==> config.mk <==
export PLATFORM = sky130hd
export DESIGN_NAME = tour_sequencer
export DESIGN_NICKNAME = d
export VERILOG_FILES = /design/src/rtl/tour_sequencer.sv
export SDC_FILE = /design/constraint.sdc
export NUM_CORES = 1
export LEC_CHECK = 0
export CORE_ASPECT_RATIO = 0.9
export CORE_MARGIN = 10
export CORE_UTILIZATION = 42
export DETAILED_ROUTE_END_ITERATION = 16
export PLACE_DENSITY = 0.95
export SYNTH_ARGS = -nofsm -noshare
export SYNTH_HDL_FRONTEND = slang
export SYNTH_SLANG_ARGS = --single-unit
export TNS_END_PERCENT = 10
==> constraint.sdc <==
create_clock -name clk -period 5.01 [get_ports clk]
set_input_delay 1.002 -clock clk [delete_from_list [all_inputs] [get_ports clk]]
set_output_delay 1.002 -clock clk [all_outputs]
set_load 0.03 [all_outputs]
==> src/rtl/tour_sequencer.sv <==
// tour_sequencer: shares the cmd_proc port between the UART stream and TourCmd.
// Define SOLVE_WDOG_EN to add a solver watchdog that aborts after SOLVE_TO cycles.
module tour_sequencer #(
    parameter int         NUM_MOVES     = 24,
    parameter int         CMDS_PER_MOVE = 2,
    parameter logic [3:0] TOUR_OP       = 4'h6,
    parameter logic [3:0] ABORT_OP      = 4'hF
`ifdef SOLVE_WDOG_EN
    ,
    parameter int         SOLVE_TO      = 2**20
`endif
) (
    input  logic        clk,
    input  logic        rst,
    input  logic [15:0] cmd_UART,
    input  logic        cmd_rdy_UART,
    output logic        clr_cmd_rdy_UART,
    input  logic [15:0] tcmd,
    input  logic        tcmd_rdy,
    output logic        clr_tcmd_rdy,
    output logic        tsend_resp,
    output logic        start_solve,
    output logic [2:0]  x_start,
    output logic [2:0]  y_start,
    input  logic        solve_done,
    output logic        start_tour,
    output logic        tour_abort,
    output logic [15:0] cmd,
    output logic        cmd_rdy,
    input  logic        clr_cmd_rdy,
    input  logic        send_resp,
    output logic [7:0]  resp,
    output logic        resp_vld,
    output logic        busy
);

    localparam logic [5:0] TOTAL    = 6'(NUM_MOVES * CMDS_PER_MOVE);
    localparam logic [7:0] RESP_ACK = 8'hA5;
    localparam logic [7:0] RESP_MOV = 8'h5A;
    localparam logic [7:0] RESP_ABT = 8'hEE;

    typedef enum logic [1:0] {
        IDLE  = 2'd0,
        SOLVE = 2'd1,
        TOUR  = 2'd2
    } state_t;

    state_t     state;
    logic [5:0] move_cnt;

`ifdef SOLVE_WDOG_EN
    localparam logic [20:0] WDOG_LAST = 21'(SOLVE_TO - 1);
    logic [20:0] wdog_cnt;
    logic        wdog_to;
    assign wdog_to = (wdog_cnt == WDOG_LAST);
`endif

    logic is_tour;
    logic is_abort;
    logic special;
    logic abort_req;
    logic tour_req;
    logic last_resp;

    assign is_tour   = (cmd_UART[15:12] == TOUR_OP);
    assign is_abort  = (cmd_UART[15:12] == ABORT_OP);
    assign special   = is_tour | is_abort;
    assign abort_req = cmd_rdy_UART & is_abort;
    assign tour_req  = cmd_rdy_UART & is_tour;
    assign last_resp = send_resp && ((move_cnt + 6'd1) >= TOTAL);

    // Source mux; the final move response beats a same-cycle abort.
    always_comb begin
        cmd              = cmd_UART;
        cmd_rdy          = 1'b0;
        clr_cmd_rdy_UART = 1'b0;
        clr_tcmd_rdy     = 1'b0;
        tsend_resp       = 1'b0;
        unique case (state)
            IDLE: begin
                cmd_rdy          = cmd_rdy_UART & ~special;
                clr_cmd_rdy_UART = cmd_rdy_UART & (special | clr_cmd_rdy);
            end
            SOLVE: begin
                clr_cmd_rdy_UART = abort_req;
            end
            TOUR: begin
                cmd              = tcmd;
                cmd_rdy          = tcmd_rdy;
                clr_tcmd_rdy     = clr_cmd_rdy & tcmd_rdy;
                tsend_resp       = send_resp;
                clr_cmd_rdy_UART = abort_req & ~last_resp;
            end
            default: begin
                cmd_rdy = 1'b0;
            end
        endcase
    end

    always_ff @(posedge clk) begin
        if (rst) begin
            state       <= IDLE;
            move_cnt    <= 6'd0;
            x_start     <= 3'd0;
            y_start     <= 3'd0;
            start_solve <= 1'b0;
            start_tour  <= 1'b0;
            tour_abort  <= 1'b0;
            resp        <= 8'h00;
            resp_vld    <= 1'b0;
            busy        <= 1'b0;
`ifdef SOLVE_WDOG_EN
            wdog_cnt    <= 21'd0;
`endif
        end else begin
            start_solve <= 1'b0;
            start_tour  <= 1'b0;
            tour_abort  <= 1'b0;
            resp_vld    <= 1'b0;
            unique case (state)
                IDLE: begin
                    if (send_resp) begin
                        resp     <= RESP_ACK;
                        resp_vld <= 1'b1;
                    end
                    if (abort_req) begin
                        resp     <= RESP_ABT;
                        resp_vld <= 1'b1;
                    end else if (tour_req) begin
                        x_start     <= cmd_UART[6:4];
                        y_start     <= cmd_UART[2:0];
                        start_solve <= 1'b1;
                        busy        <= 1'b1;
                        state       <= SOLVE;
`ifdef SOLVE_WDOG_EN
                        wdog_cnt    <= 21'd0;
`endif
                    end
                end
                SOLVE: begin
`ifdef SOLVE_WDOG_EN
                    wdog_cnt <= wdog_cnt + 21'd1;
`endif
                    if (abort_req) begin
                        tour_abort <= 1'b1;
                        resp       <= RESP_ABT;
                        resp_vld   <= 1'b1;
                        busy       <= 1'b0;
                        state      <= IDLE;
                    end else if (solve_done) begin
                        start_tour <= 1'b1;
                        move_cnt   <= 6'd0;
                        state      <= TOUR;
`ifdef SOLVE_WDOG_EN
                    end else if (wdog_to) begin
                        tour_abort <= 1'b1;
                        resp       <= RESP_ABT;
                        resp_vld   <= 1'b1;
                        busy       <= 1'b0;
                        state      <= IDLE;
`endif
                    end
                end
                TOUR: begin
                    if (last_resp) begin
                        move_cnt <= TOTAL;
                        resp     <= RESP_ACK;
                        resp_vld <= 1'b1;
                        busy     <= 1'b0;
                        state    <= IDLE;
                    end else if (abort_req) begin
                        tour_abort <= 1'b1;
                        resp       <= RESP_ABT;
                        resp_vld   <= 1'b1;
                        busy       <= 1'b0;
                        state      <= IDLE;
                    end else if (send_resp) begin
                        move_cnt <= move_cnt + 6'd1;
                        resp     <= RESP_MOV;
                        resp_vld <= 1'b1;
                    end
                end
                default: begin
                    busy  <= 1'b0;
                    state <= IDLE;
                end
            endcase
        end
    end

endmodule

==> insert_results.sql, run 1 <==
INSERT INTO impl_metrics (metric_group, metric, value, unit) VALUES
('synth', 'postSynthAreaPerCell', '8.75', 'sq um'),
('floorplan', 'die_height', '76.0', 'um'),
('synth', 'synth-warning-count', '0', ''),
('synth', 'asyncSetResetFlopFracSynth', '0', '%'),
('run_status', 'outcome', 'finished clean', ''),
('clock_tree', 'cts-root-buf', 'clkbuf_8', ''),
('clock_tree', 'worstSkewPairLatency', '270', 'ps'),
('sta', 'rsz0062_at_grt', 'false', ''),
('layout', 'most_common_cell_after_layout_fill_and_taps_aside', 'clkdlybuf4s50_1', ''),
('place', 'dp_cells', '277', ''),
('global_route', 'grt_pass1_vias', '1438', ''),
('synth', 'syn_area', '1460', 'sq um'),
('clock_tree', 'clock_sinks', '23', ''),
('critical_path', 'timing_worst_setup_path_type', 'input pin to output port', ''),
('route', 'detail_route.wirelength', '4.29', 'mm'),
('power_and_ir_drop', 'p_leak', '0.793', 'nW'),
('critical_path', 'worstPathArrival', '3170', 'ps'),
('critical_path', 'timing.critical_path.buf_inv', '3', ''),
('sta', 'final-max-slew-violation-count', '0', ''),
('sta', 'finalWorstPathRequiredPeriod', '4170', 'ps'),
('floorplan', 'io-pin-count', '78', ''),
('floorplan', 'fp.coreArea', '3350', 'sq um'),
('global_route', 'grt_use_met1', '14.5', '%'),
('clock_tree', 'max-clock-path-buffers', '2', ''),
('place', 'finalWeightedCongestion', '0.814', ''),
('synth', 'synth.lib_cells_used.distinct', '45', ''),
('synth', 'synth-seq-area-share', '31.5', '%'),
('global_route', 'grt_start_max_net_pins', '33', ''),
('synth', 'synthesis.instances', '167', ''),
('sta', 'finalHoldViolCount', '0', ''),
('clock_tree', 'worst_setup_hold_path_clk_slew', '80', 'ps'),
('place', 'detailedPlacementHpwl', '3.51', 'mm'),
('critical_path', 'cp-start-kind', 'input pin', ''),
('clock_tree', 'cts-hold-fix-buffers', '0', ''),
('route', 'detailedRoute.firstPassIterationCount', '4', ''),
('synth', 'ys_ff_latch', '23', ''),
('synth', 'synth-edff-count', '0', ''),
('power_and_ir_drop', 'total_power', '0.839', 'mW'),
('global_route', 'global_route.usage.met3', '6.01', '%'),
('global_route', 'grt_antenna_before_repair', '0', ''),
('sta', 'maxClockFrequency', '240', 'MHz'),
('critical_path', 'timing.critical_path.mode_cell', 'clkdlybuf4s50_1', ''),
('worst_hold_path', 'hp-class', 'flip-flop to flip-flop', ''),
('sta', 'timing.final.crit_share', '83.2', '%'),
('critical_path', 'endpoint_kind', 'output port', ''),
('layout', 'post_route_cells_drive_above_1_share', '12.2', '%'),
('critical_path', 'crit_chain', 'clkdlybuf4s50_1 > inv_1 > a211oi_4 > and2b_1 > o21ai_0 > a21oi_1 > clkdlybuf4s50_1', ''),
('critical_path', 'critPathMaxFanout', '8', ''),
('route', 'postRouteAntennaNets', '0', ''),
('global_route', 'gr-max-usage-layer', 'met2', ''),
('floorplan', 'initial_utilization', '43.6', '%'),
('floorplan', 'site_row_count', '20', ''),
('job', 'timing.max_cap.violations', '0', ''),
('critical_path', 'max_stage_delay', '600', 'ps'),
('global_route', 'globalRouteTotalUtil', '13.5', '%'),
('clock_tree', 'post_cts_buffers', '0', ''),
('power_and_ir_drop', 'power_density', '367', 'nW/um^2'),
('power_and_ir_drop', 'max-vdd-ir-drop', '0.230', 'mV'),
('floorplan', 'area_of_the_die', '6240', 'sq um'),
('sta', 'setup-violations-final', '0', ''),
('layout', 'growth_of_design_area_from_synthesis_to_finish', '56.5', '%'),
('global_route', 'globalRouteMet2Util', '24.0', '%'),
('clock_tree', 'tritoncts', 'built', ''),
('layout', 'finalNetCount', '282', ''),
('clock_tree', 'tritoncts.num_buffers', '3', ''),
('layout', 'n_antenna_cell', '0', ''),
('sta', 'max-slew-margin-rel', '35.8', '%'),
('global_route', 'grt-ovfl-total', '0', ''),
('critical_path', 'cp_slowest_cell', 'clkdlybuf4s50_1', ''),
('layout', 'mostFrequentLayoutCells', '77 x clkdlybuf4s50_1, 23 x dfxtp_1, 16 x mux2_2', ''),
('floorplan', 'chipWidth', '82.2', 'um');
metal layers:
| metal | vias up | routed length, um |
|---|---|---|
| li1 | 731 | - |
| met1 | 674 | 1650 |
| met2 | 49 | 2250 |
| met3 | 3 | 383 |
| met4 | 0 | 9 |
| met5 | - | 0 |
path summary, 6_finish.rpt:
| path | cells past startpoint | endpoint | slack (ps) | startpoint |
|---|---|---|---|---|
| worst max-delay path | 7 | clr_cmd_rdy_UART | 840 | send_resp |
| worst min-delay path | 2 | resp[4] | 460 | resp[4] |
| worst max register to register | 7 | move_cnt[4] | 2800 | state[0] |
| worst min register to register | 2 | resp[4] | 460 | resp[4] |
worst register-to-register path, stage by stage (launching register included):
cell     delay [ps]
dfxtp_1         380
inv_1            80
ha_1            210
buf_4           240
o21ai_0         340
a32oi_4         210
or4b_1          530
a21oi_1         140
flip-flops by register name (all words and copies together), names as in the netlist:
register     count
busy             1
move_cnt         6
resp             4
resp_vld         1
start_solve      1
start_tour       1
state            2
tour_abort       1
x_start          3
y_start          3
cell usage after synthesis, drive strengths merged, types with 2 or more instances:
library cell,number,area share [%]
nor2,13,3.3
nand2b,4,1.7
or3,3,1.6
nor2b,3,1.3
a211oi,2,1.9
inv,7,1.8
and2,2,0.86
mux2,16,12
nand3b,2,1.0
clkbuf,7,1.8
buf,6,2.6
nor3b,2,1.0
or4b,2,1.4
ha,5,4.3
dfxtp,23,32
xor2,2,1.2
nand3,4,1.7
a21oi,10,3.4
mux2i,7,4.8
o32ai,3,1.8
o21ai,11,3.8
and3,2,0.86
nand2,14,3.6
through the flow:
step,setup WS [ps],hold WS [ps],area (sq um)
2_1_floorplan,1790,459,1460
3_3_place_gp,924,440,2240
3_5_place_dp,865,452,2240
4_1_cts,855,464,2290
5_1_grt,669,495,2290
6_report,843,460,2290
logic make-up (layout without fill, tap and decap cells):
kind of cell / after synthesis / count (layout) / share of synthesized area, %
buffers and inverters: 20 / 90 / 6.17
muxes: 23 / 23 / 17.1
adders and majority gates: 5 / 5 / 4.28
AOI/OAI and AO/OA: 38 / 38 / 18.6
xor gates and xnor gates: 2 / 2 / 1.20
DFF: 23 / 23 / 31.5
and+or+nand+nor: 56 / 56 / 21.1
layout make-up:
cell class                 instances  area, sq um
sequential                        23          460
clock buffer                       3         41.3
multi-input combinational        124          911
timing repair buffer              79          786
tap                               44         55.1
fill                             284         1070
inverter                           7         26.3
clock inverter                     1         7.51
power by group:
group / total, mW / switching (mW) / internal (mW) / leakage (nW)
clock network: 0.117 / 0.0609 / 0.0563 / 0.0217
registers: 0.217 / 0.0149 / 0.202 / 0.186
logic: 0.504 / 0.282 / 0.222 / 0.585
total: 0.839 / 0.358 / 0.481 / 0.793
(Power assumes the default switching activity.)
==> run 2: changes to the inputs <==
--- a/config.mk
+++ b/config.mk
@@ -7,9 +7,9 @@
 export LEC_CHECK = 0
 export CORE_ASPECT_RATIO = 0.9
 export CORE_MARGIN = 10
-export CORE_UTILIZATION = 42
+export CORE_UTILIZATION = 39
 export DETAILED_ROUTE_END_ITERATION = 16
-export PLACE_DENSITY = 0.95
+export PLACE_DENSITY = 0.91
 export SYNTH_ARGS = -nofsm -noshare
 export SYNTH_HDL_FRONTEND = slang
 export SYNTH_SLANG_ARGS = --single-unit
==> constraint.sdc (replaced) <==
create_clock -name clk -period 4 [get_ports clk]
set_input_delay 0.8 -clock clk [delete_from_list [all_inputs] [get_ports clk]]
set_output_delay 0.8 -clock clk [all_outputs]
set_load 0.03 [all_outputs]
==> run 2 against run 1 <==
- combinational power increased by 24%
- die area grew 5.7%
- via count decreased by 1.1%
- flip-flop and latch count unchanged
- routed wire length down 1.8%
- clock power increased by 24%
- hold slack better by 0.60 ps
- power increased by 24%
- critical path depth stayed put
- count of clock-buffer cells in the layout did not move
- global-route usage fell by 1.2 points
- first-iteration DRC count decreased by 11%
- critical path type unchanged
- critical endpoint unchanged
==> insert_results.sql, run 2 (same netlist as run 1, synthesis figures left out) <==
INSERT INTO impl_metrics (metric_group, metric, value, unit) VALUES
('global_route', 'grt_antenna_before_repair', '0', ''),
('critical_path', 'cp_slowest_cell', 'clkdlybuf4s50_1', ''),
('critical_path', 'timing.critical_path.buf_inv', '3', ''),
('layout', 'post_route_cells_drive_above_1_share', '12.6', '%'),
('job', 'timing.max_cap.violations', '0', ''),
('clock_tree', 'clock_sinks', '23', ''),
('run_status', 'outcome', 'finished clean', ''),
('critical_path', 'worstPathArrival', '2800', 'ps'),
('floorplan', 'site_row_count', '21', ''),
('layout', 'finalNetCount', '283', ''),
('worst_hold_path', 'hp-class', 'flip-flop to flip-flop', ''),
('layout', 'n_antenna_cell', '0', ''),
('power_and_ir_drop', 'power_density', '455', 'nW/um^2'),
('place', 'dp_cells', '280', ''),
('sta', 'final-max-slew-violation-count', '0', ''),
('place', 'placement.cell_area', '2250', 'sq um'),
('critical_path', 'max_stage_delay', '600', 'ps'),
('route', 'via_per_inst', '5.07', ''),
('clock_tree', 'worst_setup_hold_path_clk_slew', '80', 'ps'),
('route', 'detail_route.wirelength', '4.21', 'mm'),
('clock_tree', 'cts-hold-fix-buffers', '0', ''),
('layout', 'largest_register', 'move_cnt', ''),
('critical_path', 'endpoint_kind', 'output port', ''),
('floorplan', 'die_height', '78.1', 'um'),
('sta', 'finalWorstPathRequiredPeriod', '3600', 'ps'),
('power_and_ir_drop', 'p_leak', '0.802', 'nW'),
('clock_tree', 'max-clock-path-buffers', '2', ''),
('global_route', 'grt_pass1_wl', '7.04', 'mm'),
('critical_path', 'critPathMaxFanout', '8', ''),
('route', 'drc', '0', ''),
('clock_tree', 'post_cts_gate_resize_count', '0', ''),
('floorplan', 'fp.coreArea', '3680', 'sq um'),
('clock_tree', 'ctsHtreeMaxLevel', '1', ''),
('sta', 'finalHoldViolCount', '0', ''),
('global_route', 'global_route.usage.met3', '5.78', '%'),
('layout', 'fill_cells', '315', ''),
('sta', 'timing.final.crit_share', '90.1', '%'),
('sta', 'setup-violations-final', '0', ''),
('place', 'numPortBuffers', '77', ''),
('global_route', 'globalRouteTotalUtil', '12.3', '%'),
('sta', 'rsz0062_at_grt', 'false', ''),
('floorplan', 'io-pin-count', '78', ''),
('layout', 'growth_of_design_area_from_synthesis_to_finish', '57.0', '%'),
('layout', 'stdcell_count', '284', ''),
('clock_tree', 'cts-root-buf', 'clkbuf_8', ''),
('layout', 'largest_reg_flops', '6', ''),
('critical_path', 'timing_worst_setup_path_type', 'input pin to output port', ''),
('route', 'wire_per_inst', '14.8', 'um'),
('floorplan', 'initial_utilization', '39.7', '%'),
('sta', 'worst_clock_skew', '4.95', 'ps'),
('global_route', 'gr-max-usage-layer', 'met2', ''),
('layout', 'mostFrequentLayoutCells', '77 x clkdlybuf4s50_1, 23 x dfxtp_1, 16 x mux2_2', ''),
('route', 'postRouteAntennaNets', '0', ''),
('place', 'detailedPlacementHpwl', '3.39', 'mm'),
('sta', 'maxClockFrequency', '277', 'MHz'),
('sta', 'hold_ws', '460', 'ps'),
('global_route', 'grt_start_max_net_pins', '33', ''),
('clock_tree', 'worstSkewPairLatency', '260', 'ps'),
('layout', 'top_regs', 'move_cnt x6, resp x4', ''),
('layout', 'final_area', '2290', 'sq um'),
('layout', 'most_common_cell_after_layout_fill_and_taps_aside', 'clkdlybuf4s50_1', ''),
('critical_path', 'critPathRequiredTime', '3200', 'ps'),
('sta', 'max-slew-margin-rel', '32.5', '%'),
('place', 'finalWeightedCongestion', '0.836', ''),
('power_and_ir_drop', 'max-vdd-ir-drop', '0.212', 'mV'),
('floorplan', 'chipWidth', '84.5', 'um'),
('global_route', 'globalRouteMet2Util', '21.3', '%'),
('route', 'drtIter0Drc', '74', ''),
('clock_tree', 'tritoncts', 'built', ''),
('clock_tree', 'tritoncts.num_buffers', '3', ''),
('sta', 'final_tns_setup', '0', 'ps'),
('critical_path', 'timing.critical_path.mode_cell', 'clkdlybuf4s50_1', ''),
('critical_path', 'cp-start-kind', 'input pin', ''),
('global_route', 'grt_use_met1', '14.0', '%'),
('clock_tree', 'post_cts_buffers', '0', ''),
('sta', 'transition_time_of_the_tightest_slew_check_pin', '1000', 'ps'),
('critical_path', 'crit_chain', 'clkdlybuf4s50_1 > inv_1 > a211oi_4 > and2b_1 > o21ai_0 > a21oi_1 > clkdlybuf4s50_1', ''),
('route', 'vias', '1441', ''),
('global_route', 'grt-ovfl-total', '0', ''),
('global_route', 'grt_pass1_vias', '1481', ''),
('floorplan', 'area_of_the_die', '6600', 'sq um'),
('critical_path', 'critPathTopFamily', 'buffers and inverters', ''),
('route', 'detailedRoute.firstPassIterationCount', '4', '');
## run 2: power by group
group / switching [mW] / internal [mW] / total (mW)
registers: 0.0184 / 0.253 / 0.272
clock network: 0.0756 / 0.0696 / 0.145
logic: 0.348 / 0.278 / 0.627
## run 2: final timing paths
kind              cells past startpoint   startpoint                to  slack (ps)
setup / recovery                      7    send_resp  clr_cmd_rdy_UART         400
hold / removal                        2      resp[4]           resp[4]         460
setup reg to reg                      7  move_cnt[0]       move_cnt[4]        1770
hold reg to reg                       2      resp[4]           resp[4]         460
## run 2: layer usage
metal | part of all wire (%) | wire length (um)
met5 | 0 | 0
met4 | 0 | 0
met3 | 8.8 | 370
met2 | 51 | 2130
met1 | 41 | 1710
## run 2: area by class of cell
cell class	instances	area, sq um	area share [%]
Multi-Input combinational cell	124	911	39.7
Clock buffer	3	41.3	1.80
Clock inverter	1	5.00	0.218
Tap cell	46	57.6	2.51
Sequential cell	23	460	20.1
Inverter	7	26.3	1.15
Timing Repair Buffer	80	793	34.6
## run 2: per-stage QoR
stage | power, mW | utilization (%) | setup slack (ps)
after global routing | 1.11 | 62.4 | 228
after global placement | 0.902 | 61.1 | 441
after detailed placement | 0.910 | 61.1 | 394
after CTS | 1.06 | 62.4 | 388
after floorplan | 0.705 | - | 1190
final | 1.04 | 62.4 | 396
## run 2: worst register-to-register path, delay by kind of cell, from the launching register on
family	cells	cell delay [ps]
simple gates	3	1090
flops	1	400
buf+inv	1	170
compound gates	3	490
